File: config.mk
export PLATFORM = sky130hd
export DESIGN_NAME = sc_reg_goal_frogger
export DESIGN_NICKNAME = d
export VERILOG_FILES = /design/src/rtl/frogger_pkg.sv /design/src/rtl/sc_blink_divider.sv /design/src/rtl/sc_reg_goal_frogger.sv
export SDC_FILE = /design/constraint.sdc
export NUM_CORES = 1
export LEC_CHECK = 0
export ABC_AREA = 1
export CAP_MARGIN = 40
export CORE_ASPECT_RATIO = 0.9
export CORE_MARGIN = 2
export CORE_UTILIZATION = 36
export DETAILED_ROUTE_END_ITERATION = 12
export MAX_ROUTING_LAYER = met4
export RECOVER_POWER = 50
export SLEW_MARGIN = 10
export SYNTH_ARGS = -nofsm -noshare
export SYNTH_HDL_FRONTEND = slang
export SYNTH_SLANG_ARGS = --single-unit
File: constraint.sdc
create_clock -name sc_reg_goal_frogger_CLOCK_50 -period 7.8 [get_ports sc_reg_goal_frogger_CLOCK_50]
set_clock_uncertainty 0.15 [all_clocks]
set_input_delay 1.17 -clock sc_reg_goal_frogger_CLOCK_50 [delete_from_list [all_inputs] [get_ports sc_reg_goal_frogger_CLOCK_50]]
set_output_delay 1.17 -clock sc_reg_goal_frogger_CLOCK_50 [all_outputs]
set_load 0.02 [all_outputs]
File: src/rtl/frogger_pkg.sv
// Shared types and defaults for the Frogger goal-row block.
package frogger_pkg;
  typedef enum logic {PLAY = 1'b0, FLASH = 1'b1} state_t;
  localparam logic [7:0] DEF_SLOT_MASK = 8'b00100100;
endpackage

File: src/rtl/sc_blink_divider.sv
// Free-running clock divider: counts 0..BLINK_CYCLES-1 and pulses o_wrap on rollover.
module sc_blink_divider #(
  parameter int BLINK_CYCLES = 25_000_000
) (
  input  logic i_gclk,
  input  logic i_grst_n,
  input  logic i_en,
  input  logic i_clr,
  output logic o_wrap
);
  localparam int CW = (BLINK_CYCLES > 1) ? $clog2(BLINK_CYCLES) : 1;

  logic [CW-1:0] r_cnt;
  logic          w_last;

  assign w_last = (r_cnt == CW'(BLINK_CYCLES - 1));
  // Clear wins over wrap so a cleared level restarts a full half-period.
  assign o_wrap = i_en & ~i_clr & w_last;

  always_ff @(posedge i_gclk or negedge i_grst_n) begin
    if (!i_grst_n)  r_cnt <= '0;
    else if (i_clr) r_cnt <= '0;
    else if (i_en)  r_cnt <= w_last ? '0 : r_cnt + 1'b1;
  end
endmodule

File: src/rtl/sc_reg_goal_frogger.sv
// Frogger goal row: tracks filled home slots, blinks empty ones, flashes on level complete.
module sc_reg_goal_frogger
  import frogger_pkg::*;
#(
  parameter int                  DATAWIDTH    = 8,
  parameter logic [DATAWIDTH-1:0] SLOT_MASK   = DEF_SLOT_MASK,
  parameter int                  BLINK_CYCLES = 25_000_000,
  parameter int                  DONE_FLASHES = 6
) (
  input  logic                           sc_reg_goal_frogger_CLOCK_50,
  input  logic                           sc_reg_goal_frogger_RESET_InLow,
  input  logic [DATAWIDTH-1:0]           sc_reg_goal_frogger_frogPos_InBUS,
  input  logic                           sc_reg_goal_frogger_arrive_In,
  input  logic                           sc_reg_goal_frogger_clear_In,
  output logic [DATAWIDTH-1:0]           sc_reg_goal_frogger_data_OutBUS,
  output logic [$clog2(DATAWIDTH+1)-1:0] sc_reg_goal_frogger_filled_OutBUS,
  output logic                           sc_reg_goal_frogger_home_Out,
  output logic                           sc_reg_goal_frogger_death_Out,
  output logic                           sc_reg_goal_frogger_levelDone_Out
);
  localparam int CNTW = $clog2(DATAWIDTH + 1);
  localparam int FW   = (DONE_FLASHES > 1) ? $clog2(DONE_FLASHES + 1) : 1;

  state_t               r_state, w_state_nxt;
  logic [DATAWIDTH-1:0] r_filled, w_filled_nxt;
  logic [DATAWIDTH-1:0] r_data, w_data_nxt;
  logic [CNTW-1:0]      r_count, w_count_nxt;
  logic [FW-1:0]        r_flash, w_flash_nxt;
  logic                 r_phase, w_phase_nxt;
  logic                 r_home, w_home_nxt;
  logic                 r_death, w_death_nxt;
  logic                 r_done, w_done_nxt;
  logic                 w_wrap, w_hit;

  sc_blink_divider #(.BLINK_CYCLES(BLINK_CYCLES)) u_blink (
    .i_gclk   (sc_reg_goal_frogger_CLOCK_50),
    .i_grst_n (sc_reg_goal_frogger_RESET_InLow),
    .i_en     (1'b1),
    .i_clr    (sc_reg_goal_frogger_clear_In),
    .o_wrap   (w_wrap)
  );

  // A home needs exactly one frog column landing on a slot that is still empty.
  assign w_hit = $onehot(sc_reg_goal_frogger_frogPos_InBUS) &&
                 |(sc_reg_goal_frogger_frogPos_InBUS & SLOT_MASK & ~r_filled);

  always_comb begin
    w_state_nxt  = r_state;
    w_filled_nxt = r_filled;
    w_flash_nxt  = r_flash;
    w_phase_nxt  = r_phase ^ w_wrap;
    w_home_nxt   = 1'b0;
    w_death_nxt  = 1'b0;
    w_done_nxt   = 1'b0;
    if (sc_reg_goal_frogger_clear_In) begin
      w_state_nxt  = PLAY;
      w_filled_nxt = '0;
      w_flash_nxt  = '0;
      w_phase_nxt  = 1'b0;
    end else begin
      case (r_state)
        PLAY: if (sc_reg_goal_frogger_arrive_In) begin
          if (w_hit) begin
            w_filled_nxt = r_filled | sc_reg_goal_frogger_frogPos_InBUS;
            w_home_nxt   = 1'b1;
            if ((w_filled_nxt & SLOT_MASK) == SLOT_MASK) begin
              w_state_nxt = FLASH;
              w_flash_nxt = '0;
            end
          end else begin
            w_death_nxt = 1'b1;
          end
        end
        FLASH: if (w_wrap) begin
          if (r_flash == FW'(DONE_FLASHES - 1)) begin
            w_done_nxt   = 1'b1;
            w_filled_nxt = '0;
            w_flash_nxt  = '0;
            w_state_nxt  = PLAY;
          end else begin
            w_flash_nxt = r_flash + 1'b1;
          end
        end
        default: w_state_nxt = PLAY;
      endcase
    end
    // Even flash counts show the lit row, so FLASH always opens all-ones.
    if (w_state_nxt == FLASH)
      w_data_nxt = w_flash_nxt[0] ? '0 : '1;
    else
      w_data_nxt = ~SLOT_MASK | w_filled_nxt | (SLOT_MASK & {DATAWIDTH{w_phase_nxt}});
    w_count_nxt = CNTW'($countones(w_filled_nxt));
  end

  always_ff @(posedge sc_reg_goal_frogger_CLOCK_50 or negedge sc_reg_goal_frogger_RESET_InLow) begin
    if (!sc_reg_goal_frogger_RESET_InLow) begin
      r_state  <= PLAY;
      r_filled <= '0;
      r_flash  <= '0;
      r_phase  <= 1'b0;
      r_data   <= ~SLOT_MASK;
      r_count  <= '0;
      r_home   <= 1'b0;
      r_death  <= 1'b0;
      r_done   <= 1'b0;
    end else begin
      r_state  <= w_state_nxt;
      r_filled <= w_filled_nxt;
      r_flash  <= w_flash_nxt;
      r_phase  <= w_phase_nxt;
      r_data   <= w_data_nxt;
      r_count  <= w_count_nxt;
      r_home   <= w_home_nxt;
      r_death  <= w_death_nxt;
      r_done   <= w_done_nxt;
    end
  end

  assign sc_reg_goal_frogger_data_OutBUS    = r_data;
  assign sc_reg_goal_frogger_filled_OutBUS  = r_count;
  assign sc_reg_goal_frogger_home_Out       = r_home;
  assign sc_reg_goal_frogger_death_Out      = r_death;
  assign sc_reg_goal_frogger_levelDone_Out  = r_done;
endmodule

==> summary.txt, run 1 <==
Global routing
  – Gr usage total: 16.8%
  – Met1 Use GR: 24.5%
  – Vias in the first global route: 2464
  – GRT overflow: 0
  – GR peak layer: met1
  – Largest net degree at the start of global routing: 49
  – Initial antenna violation count: 0
  – Global-route wire length before repair: 11.9 mm
  – Met2 Use GR: 23.7%
  – Met3 Use GR: 3.41%

Finish
  – # nets final: 433
  – Synth-to-Final Area Change: 13.7%
  – Ant. Diodes: 0
  – Ratio of cells with drive above 1 in the final layout: 10.8%
  – Final Non-Filler Cells: 506

Drt
  – Initial DRC count: 103
  – Drc violations: 0
  – Routed wire per std cell: 13.1 um
  – Avg Vias per Cell: 4.94
  – WL final: 6.64 mm
  – Via count: 2500
  – Drt pass-1 iters: 4
  – Antenna Nets Post-Route: 0

Setup path
  – CP top delay family: adder cells
  – CP max stage delay: 0.56 ns
  – CP arrival: 7.00 ns
  – Critical Path RT: 7.90 ns
  – FF-to-FF setup slack: 3.70 ns
  – CP cell instances: clkdlybuf4s50_1, inv_1, fa_1, fa_1, fa_1, inv_1, ha_1, inv_1, fa_1, nand3_1, inv_1, nand2_1, nor2_1, nand3_1, o21ai_0, fa_1, inv_1, fa_1, inv_1, fa_1, ha_1, inv_1, fa_1, inv_1
  – CP max stage cell: fa_1
  – Maximum fanout along the worst path: 7
  – CP startpoint: sc_reg_goal_frogger_frogPos_InBUS[0]
  – CP Class: in2reg
  – Crit start category: primary input
  – Critical path buffer and inverter count: 9
  – Reg-to-Reg Start: u_blink.r_cnt[6]
  – Worst Setup End Kind: flip-flop

Yosys
  – Top post-synthesis cells by area: dfrtp_1 (39%), inv_1 (7.7%), nand2_1 (7.3%)
  – #FFs+latches synth: 48
  – Synth top cells by count: inv_1 (62), nand2_1 (59), dfrtp_1 (47)
  – Adder-cell share of the synthesized area: 8.20%
  – Syn_area_per_cell: 7.95 um2
  – Mapped Cells: 380
  – Count of cell types in the netlist: 38
  – Mux contribution to synthesized area: 0%
  – Net Count, Synth: 407
  – Synth warn: 0
  – Main combinational cell family by area after synthesis: simple AND/OR/NAND/NOR gates
  – Synthesized area: 3020 um2
  – Biggest area consumer among synthesized cells: dfrtp_1
  – XOR/XNOR share of the synthesized area: 2.32%
  – Post-Synth Simple-Gate Area: 32.3%
  – Synth Area in Compound Gates: 6.54%
  – Register area share after synthesis: 39.8%
  – Most common cell in the synthesized netlist: inv_1
  – Most used DFF post-synth: dfrtp_1
  – Ys async rst share: 100%
  – Share of the synthesized area in the top cell type: 38.9%
  – Number of flops mapped to enable cells by yosys: 0

Floorplan
  – Die X: 101 um
  – Row count: 31
  – Die Height: 90.9 um
  – Initial Utilization: 37.3%
  – Top Ports: 27
  – Core ar.: 8110 um2
  – Die area: 9140 um2

Clock network
  – CTS tree: yes
  – CTS clk-pin slew, worst paths: 0.09 ns
  – Clock latency on the worst-skew pair: 0.31 ns
  – CTS max path bufs: 2
  – # hold bufs at CTS: 0
  – H-Tree Depth: 2
  – Post-cts resize count: 0
  – Post-CTS setup buffers: 0
  – Root Driver: clkbuf_8
  – Num Clock Sinks: 48
  – CTS Buf Count: 5

Power and ir drop
  – Switch share: 29.0%
  – Pleak: 1.63 nW
  – Internal power: 359 uW
  – P_sw: 146 uW
  – Maximum VDD drop: 0.0794 mV
  – Seq pwr share: 52.3%
  – Comb power frac: 18.3%
  – Power Density: 147 nW/um2
  – Clock power frac: 29.4%

Placement
  – Placer Congestion: 0.880
  – Port Buf Inserts: 26
  – # placed instances: 498
  – DP Wirelength: 5.21 mm

STA
  – Slew headroom: -67.5%
  – Worst-margin pin slew: 2.51 ns
  – Period Utilization, post-route: 88.5%
  – Slew Limit Fails: 49
  – RSZ-0062 raised after global routing: no
  – Endpoints failing hold: 0
  – Setup violators final: 0
  – Tmin final: 6.90 ns
  – Fmax: 0.145 GHz
  – Setup TNS: 0 ns

Job
  – MaxCap Viol Count: 1

Outcome
  – Status: finished with violations
  – Failing checks: capacitance limit, slew limit

Min path
  – Hold Startpoint: u_blink.r_cnt[0]
  – Worst Hold Class: reg2reg
[state kept, by name, indices dropped and copies added, names as in the netlist, 3 cells and up]
name and count:
sc_reg_goal_frogger_data_OutBUS 3, r_flash 3, r_filled 8, sc_reg_goal_frogger_filled_OutBUS 4
u_blink.r_cnt 25
[per-stage QoR]
| step | total power [mW] | setup WS (ns) | hold slack (ns) | util, % | cell area (um2) |
|---|---|---|---|---|---|
| floorplan | 0.326 | 1.41 | 0.300 | - | 3020 |
| global placement | 0.361 | 0.773 | 0.331 | 41.3 | 3350 |
| detailed placement | 0.364 | 0.584 | 0.343 | 41.3 | 3350 |
| CTS | 0.516 | 0.916 | 0.355 | 42.4 | 3440 |
| global route | 0.542 | 0.501 | 0.379 | 42.4 | 3440 |
| finish | 0.505 | 0.895 | 0.347 | 42.4 | 3440 |
[cell usage in the layout (no fill, tap or decap), drive strengths merged, types with 2 or more instances in the layout]
| cell type | count |
|---|---|
| o21ai | 15 |
| ha | 7 |
| clkbuf | 6 |
| xor2 | 6 |
| a21o | 2 |
| a21oi | 11 |
| nand3b | 3 |
| nor2 | 49 |
| xnor2 | 2 |
| clkinv | 3 |
| inv | 72 |
| o21a | 2 |
| nand4 | 11 |
| nor3 | 19 |
| nand3 | 42 |
| a31oi | 2 |
| fa | 8 |
| clkdlybuf4s50 | 24 |
| nand2 | 66 |
| nor4 | 3 |
| dfrtp | 47 |
[power groups by stage]
stage | combinational (mW) | sequential (mW) | clock, mW
floorplan | 0.0505 | 0.276 | 0
global placement | 0.0921 | 0.269 | 0
detailed placement | 0.0948 | 0.269 | 0
CTS | 0.0951 | 0.264 | 0.156
global route | 0.109 | 0.266 | 0.168
finish | 0.0923 | 0.264 | 0.149
[layer usage]
layer	vias up	wire length, um
met5	-	0
met4	0	71
met3	7	316
met2	57	2890
met1	1166	3360
li1	1270	-
[layout make-up]
type	count	area, um2
Clock buffer	5	68.8
Tap cell	99	124
Timing Repair Buffer	27	259
Clock inverter	3	18.8
Multi-Input combinational cell	252	1490
Fill cell	793	4670
Inverter	72	270
Sequential cell	48	1200
[logic make-up after synthesis]
| family | Yosys count |
|---|---|
| AO/OA/AOI/OAI | 35 |
| adder cells (fa/ha/maj) | 15 |
| AND/OR/NAND/NOR | 194 |
| XOR/XNOR | 8 |
| flip-flops | 48 |
| buffers and inverters | 80 |
[worst paths after layout]
kind	endpoint	cells after the start
min reg2reg	u_blink.r_cnt[0]	1
max in group asynchronous	u_blink.r_cnt[9]	2
max	sc_reg_goal_frogger_filled_OutBUS[1]	24
min	u_blink.r_cnt[0]	1
min in group asynchronous	u_blink.r_cnt[4]	2
max reg2reg	sc_reg_goal_frogger_filled_OutBUS[1]	15
No activity file was read; power rests on OpenSTA's default activity.
==> run 2: changes to the inputs <==
--- a/config.mk
+++ b/config.mk
@@ -5,7 +5,6 @@
 export SDC_FILE = /design/constraint.sdc
 export NUM_CORES = 1
 export LEC_CHECK = 0
-export ABC_AREA = 1
 export CAP_MARGIN = 40
 export CORE_ASPECT_RATIO = 0.9
 export CORE_MARGIN = 2
==> summary.txt, run 2 <==
Global routing
  – Global-route wire length before repair: 8.95 mm
  – Vias in the first global route: 1803
  – Gr usage total: 14.6%
  – GR peak layer: met1
  – Largest net degree at the start of global routing: 49
  – Met3 Use GR: 2.99%
  – Met2 Use GR: 19.9%
  – GRT overflow: 0
  – Met1 Use GR: 21.3%
  – Initial antenna violation count: 0

Floorplan
  – Initial Utilization: 37.5%
  – Top Ports: 27
  – Die area: 8110 um2
  – Die X: 94.7 um
  – Core ar.: 7110 um2
  – Die Height: 85.6 um
  – Row count: 29

Setup path
  – FF-to-FF setup slack: 3.46 ns
  – CP Class: in2reg
  – Worst Setup End Kind: flip-flop
  – Crit start category: primary input
  – CP arrival: 7.01 ns
  – Reg2reg end: sc_reg_goal_frogger_filled_OutBUS[2]
  – Worst R2R Path Depth: 14
  – Reg-to-Reg Start: u_blink.r_cnt[0]
  – Critical Path RT: 7.85 ns
  – Maximum fanout along the worst path: 8

STA
  – Tmin final: 6.96 ns
  – Fmax: 0.144 GHz
  – Setup violators final: 0
  – Slew Limit Fails: 49
  – RSZ-0062 raised after global routing: no
  – Setup TNS: 0 ns
  – Endpoints failing hold: 0
  – Worst-margin pin slew: 2.59 ns
  – Period Utilization, post-route: 89.2%
  – Slew headroom: -72.4%

Finish
  – Most common cell after layout, fill and taps aside: dfrtp_1
  – Final Non-Filler Cells: 379
  – Synth-to-Final Area Change: 16.8%
  – Sequential Area: 1200 um2
  – Commonest non-fill, non-tap cells in the layout: dfrtp_1 (47), nor2_1 (33), inv_1 (28)
  – Multi-input logic area: 1290 um2
  – # nets final: 312
  – Ant. Diodes: 0
  – Max reg flops: 25
  – Most flop-heavy register: u_blink.r_cnt
  – Number of fillers in the final layout: 696
  – Final core area utilization: 43.8%
  – Design Area, Final: 3110 um2
  – Ratio of cells with drive above 1 in the final layout: 8.39%

Power and ir drop
  – Seq pwr share: 48.1%
  – Internal power: 403 uW
  – Switch share: 26.7%
  – Maximum VDD drop: 0.0889 mV
  – Pleak: 1.37 nW
  – Power Density: 177 nW/um2
  – Power Total: 550 uW
  – Comb power frac: 16.6%
  – Clock power frac: 35.4%
  – P_sw: 147 uW

Yosys
  – Most common cell in the synthesized netlist: dfrtp_1
  – Net Count, Synth: 288
  – Share of the synthesized area in the top cell type: 44.1%
  – Top post-synthesis cells by area: dfrtp_1 (44%), xnor2_1 (6.6%), fa_1 (6.0%)
  – Number of flops mapped to enable cells by yosys: 0
  – Synth warn: 0
  – Register area share after synthesis: 45.1%
  – Biggest area consumer among synthesized cells: dfrtp_1
  – Count of cell types in the netlist: 49
  – Synthesized area: 2670 um2
  – Synth top cells by count: dfrtp_1 (47), nor2_1 (33), inv_1 (28)
  – Most used DFF post-synth: dfrtp_1
  – Ys async rst share: 100%
  – Mapped Cells: 261
  – Syn_area_per_cell: 10.2 um2
  – #FFs+latches synth: 48

Outcome
  – Failing checks: capacitance limit, slew limit
  – Status: finished with violations

Drt
  – Via count: 1882
  – Initial DRC count: 104
  – Drt pass-1 iters: 4
  – Drc violations: 0
  – WL final: 5.23 mm
  – Routed wire per std cell: 13.8 um
  – Avg Vias per Cell: 4.97
  – Antenna Nets Post-Route: 0

Clock network
  – H-Tree Depth: 2
  – # hold bufs at CTS: 0
  – Clock latency on the worst-skew pair: 0.31 ns
  – CTS Buf Count: 5
  – Post-CTS setup buffers: 0
  – CTS clk-pin slew, worst paths: 0.09 ns
  – Root Driver: clkbuf_8
  – Num Clock Sinks: 48
  – Post-cts resize count: 0
  – CTS tree: yes
  – CTS max path bufs: 2

Min path
  – Worst Hold Class: reg2reg
  – Hold Startpoint: u_blink.r_cnt[0]
  – Min-Delay Endpoint: u_blink.r_cnt[0]
  – Hold path depth: 1

Job
  – MaxCap Viol Count: 1

Placement
  – DP Wirelength: 3.68 mm
  – # placed instances: 371
  – Placed Area: 3000 um2
  – Port Buf Inserts: 26
  – Placer Congestion: 0.799
## run 2: per-layer routing
layer	wire length [um]	vias to the layer above	share of wire, %
li1	-	930	-
met1	2750	917	53
met2	2200	29	42
met3	189	6	3.6
met4	89	0	1.7
met5	0	-	0
## run 2: power by group through the flow
| stage | Clock (mW) | Sequential, mW | Combinational, mW |
|---|---|---|---|
| 2_1_floorplan | 0 | 0.274 | 0.0511 |
| 3_3_place_gp | 0 | 0.269 | 0.0898 |
| 3_5_place_dp | 0 | 0.269 | 0.0929 |
| 4_1_cts | 0.195 | 0.264 | 0.0930 |
| 5_1_grt | 0.208 | 0.266 | 0.104 |
| 6_report | 0.194 | 0.264 | 0.0911 |
## run 2: area by class of cell
type | instances | area share, %
clock inverter | 2 | 1.25
timing repair buffer | 29 | 9.04
tap | 93 | 3.74
inverter | 28 | 3.38
clock buffer | 6 | 2.65
multi-input combinational | 173 | 41.3
sequential | 48 | 38.6
## run 2: worst max-delay path by stage
stage	startpoint	slack, ns	to
finish	sc_reg_goal_frogger_frogPos_InBUS[0]	0.84	sc_reg_goal_frogger_filled_OutBUS[2]
global route	sc_reg_goal_frogger_frogPos_InBUS[1]	0.57	sc_reg_goal_frogger_filled_OutBUS[2]
CTS	sc_reg_goal_frogger_frogPos_InBUS[0]	0.81	sc_reg_goal_frogger_filled_OutBUS[2]
detailed placement	sc_reg_goal_frogger_frogPos_InBUS[0]	0.47	sc_reg_goal_frogger_filled_OutBUS[2]
global placement	sc_reg_goal_frogger_frogPos_InBUS[0]	0.64	sc_reg_goal_frogger_filled_OutBUS[2]
floorplan	sc_reg_goal_frogger_frogPos_InBUS[0]	1.35	sc_reg_goal_frogger_filled_OutBUS[1]
## run 2: logic make-up after synthesis
| family | Yosys count | share of synthesized area [%] |
|---|---|---|
| buffers and inverters | 40 | 6.52 |
| AO/OA/AOI/OAI | 30 | 8.82 |
| XOR/XNOR | 24 | 7.88 |
| adder cells (fa/ha/maj) | 15 | 9.29 |
| flip-flops | 48 | 45.1 |
| AND/OR/NAND/NOR | 104 | 22.4 |
## run 2: critical path, cell delays in order
cell             delay (ns)
clkdlybuf4s50_1        0.48
inv_1                  0.06
fa_1                   0.56
fa_1                   0.43
fa_1                   0.49
inv_1                  0.04
ha_1                   0.18
inv_1                  0.07
fa_1                   0.42
o2111a_1               0.19
nand2_1                0.09
nor3_2                 0.05
buf_4                  0.18
a22o_1                 0.27
fa_1                   0.55
inv_1                  0.05
fa_1                   0.47
inv_1                  0.05
fa_1                   0.48
ha_1                   0.19
inv_1                  0.06
fa_1                   0.37
xnor2_1                0.13
## run 2: metrics by stage
stage	setup slack, ns	hold slack [ns]
finish	0.839	0.387
floorplan	1.35	0.317
CTS	0.812	0.384
global route	0.566	0.417
detailed placement	0.466	0.368
global placement	0.635	0.335
==> run 3: changes to the inputs <==
--- a/config.mk
+++ b/config.mk
@@ -7,7 +7,7 @@
 export LEC_CHECK = 0
 export CAP_MARGIN = 40
 export CORE_ASPECT_RATIO = 0.9
-export CORE_MARGIN = 2
+export CORE_MARGIN = 5
 export CORE_UTILIZATION = 36
 export DETAILED_ROUTE_END_ITERATION = 12
 export MAX_ROUTING_LAYER = met4
==> summary.txt, run 3 (synthesis gave the netlist of run 2 again) <==
Floorplan
  – Row count: 29
  – Die X: 101 um
  – Die Height: 91.6 um
  – Top Ports: 27
  – Die area: 9230 um2
  – Initial Utilization: 37.3%
  – Core ar.: 7150 um2

Finish
  – Final Non-Filler Cells: 379
  – # nets final: 312
  – Synth-to-Final Area Change: 17.2%
  – Commonest non-fill, non-tap cells in the layout: dfrtp_1 (47), nor2_1 (33), inv_1 (28)
  – Ratio of cells with drive above 1 in the final layout: 8.04%
  – Most flop-heavy register: u_blink.r_cnt
  – Ant. Diodes: 0
  – Most common cell after layout, fill and taps aside: dfrtp_1
  – Max reg flops: 25

Global routing
  – Largest net degree at the start of global routing: 49
  – Initial antenna violation count: 0
  – Vias in the first global route: 1922
  – Global-route wire length before repair: 9.22 mm
  – Gr usage total: 12.7%
  – GRT overflow: 0

STA
  – Slew Limit Fails: 49
  – Setup TNS: 0 ns
  – Period Utilization, post-route: 89.0%
  – RSZ-0062 raised after global routing: no
  – Setup slack after layout: 0.861 ns
  – Endpoints failing hold: 0
  – Worst-margin pin slew: 2.53 ns
  – Setup violators final: 0
  – Fmax: 0.144 GHz
  – Tmin final: 6.94 ns
  – Slew headroom: -68.7%

Clock network
  – CTS clk-pin slew, worst paths: 0.09 ns
  – Post-CTS setup buffers: 0
  – Clock latency on the worst-skew pair: 0.30 ns
  – CTS max path bufs: 2
  – # hold bufs at CTS: 0
  – CTS tree: yes
  – CTS Buf Count: 5
  – Root Driver: clkbuf_8
  – H-Tree Depth: 2
  – Post-cts resize count: 0
  – Num Clock Sinks: 48

Drt
  – Via count: 1855
  – Avg Vias per Cell: 4.89
  – Initial DRC count: 92
  – Antenna Nets Post-Route: 0
  – Drc violations: 0
  – WL final: 5.16 mm
  – Routed wire per std cell: 13.6 um
  – Drt pass-1 iters: 4

Setup path
  – Worst R2R Path Depth: 14
  – CP arrival: 6.99 ns
  – Worst Setup End Kind: flip-flop
  – Maximum fanout along the worst path: 8
  – Crit start category: primary input
  – CP Class: in2reg
  – Critical Path RT: 7.85 ns

Placement
  – Pre-CTS setup slack: 0.521 ns
  – DP Wirelength: 3.74 mm
  – Placer Congestion: 0.757
  – # placed instances: 371
  – Port Buf Inserts: 26

Power and ir drop
  – Maximum VDD drop: 0.0831 mV
  – Pleak: 1.38 nW
  – Power Density: 182 nW/um2

Outcome
  – Failing checks: capacitance limit, slew limit
  – Status: finished with violations

Min path
  – Worst Hold Class: reg2reg
  – Hold path depth: 1

Job
  – MaxCap Viol Count: 1
[run 3: cell types whose count changed in the layout (fill, tap and decap cells not counted), sizes merged]
cell | before | now
clkinv | 1 | 0
bufinv | 1 | 2
[run 3: final cells by class]
class                      instances  area (um2)
clock buffer                       6        72.6
clock inverter                     2        60.1
fill                             672        4020
inverter                          28         105
multi-input combinational        173        1290
sequential                        48        1200
tap                               93         116
timing repair buffer              29         282
[run 3: power by group]
group	switching, mW	internal [mW]	total, mW
Clock	0.0838	0.128	0.212
Combinational	0.0513	0.0397	0.0910
Sequential	0.00557	0.259	0.264
[run 3: routing by layer]
layer | GRT usage [%] | routed length, um | part of all wire [%]
met1 | 18.6 | 2690 | 52
met2 | 17.1 | 2180 | 42
met3 | 2.66 | 189 | 3.7
met4 | 5.05 | 98 | 1.9
met5 | - | 0 | 0
[run 3: worst paths after layout]
kind / start / to / slack, ns
min reg2reg: r_filled[1] / r_filled[1] / 0.39
max in group asynchronous: sc_reg_goal_frogger_RESET_InLow / u_blink.r_cnt[7] / 4.48
min: r_filled[1] / r_filled[1] / 0.39
min in group asynchronous: sc_reg_goal_frogger_RESET_InLow / u_blink.r_cnt[20] / 1.60
max: sc_reg_goal_frogger_frogPos_InBUS[0] / sc_reg_goal_frogger_filled_OutBUS[2] / 0.86
max reg2reg: u_blink.r_cnt[0] / sc_reg_goal_frogger_filled_OutBUS[2] / 3.53
[run 3: per-stage QoR]
step | util [%] | cell area (um2) | hold WS [ns] | power [mW]
floorplan | - | 2670 | 0.317 | 0.325
global placement | 41.7 | 2980 | 0.336 | 0.359
detailed placement | 42.0 | 3000 | 0.363 | 0.361
CTS | 43.8 | 3130 | 0.391 | 0.574
global route | 43.7 | 3120 | 0.409 | 0.601
finish | 43.7 | 3120 | 0.387 | 0.567
[run 3: critical path, stage by stage]
cell and delay (ns):
clkdlybuf4s50_1 0.49, inv_1 0.07, fa_1 0.56, fa_1 0.43
fa_1 0.49, inv_1 0.04, ha_1 0.17, inv_1 0.07
fa_1 0.42, o2111a_1 0.19, nand2_1 0.09, nor3_2 0.05
buf_4 0.18, a22o_1 0.27, fa_1 0.54, inv_1 0.05
fa_1 0.47, inv_1 0.05, fa_1 0.48, ha_1 0.17
inv_1 0.05, fa_1 0.37, xnor2_1 0.13
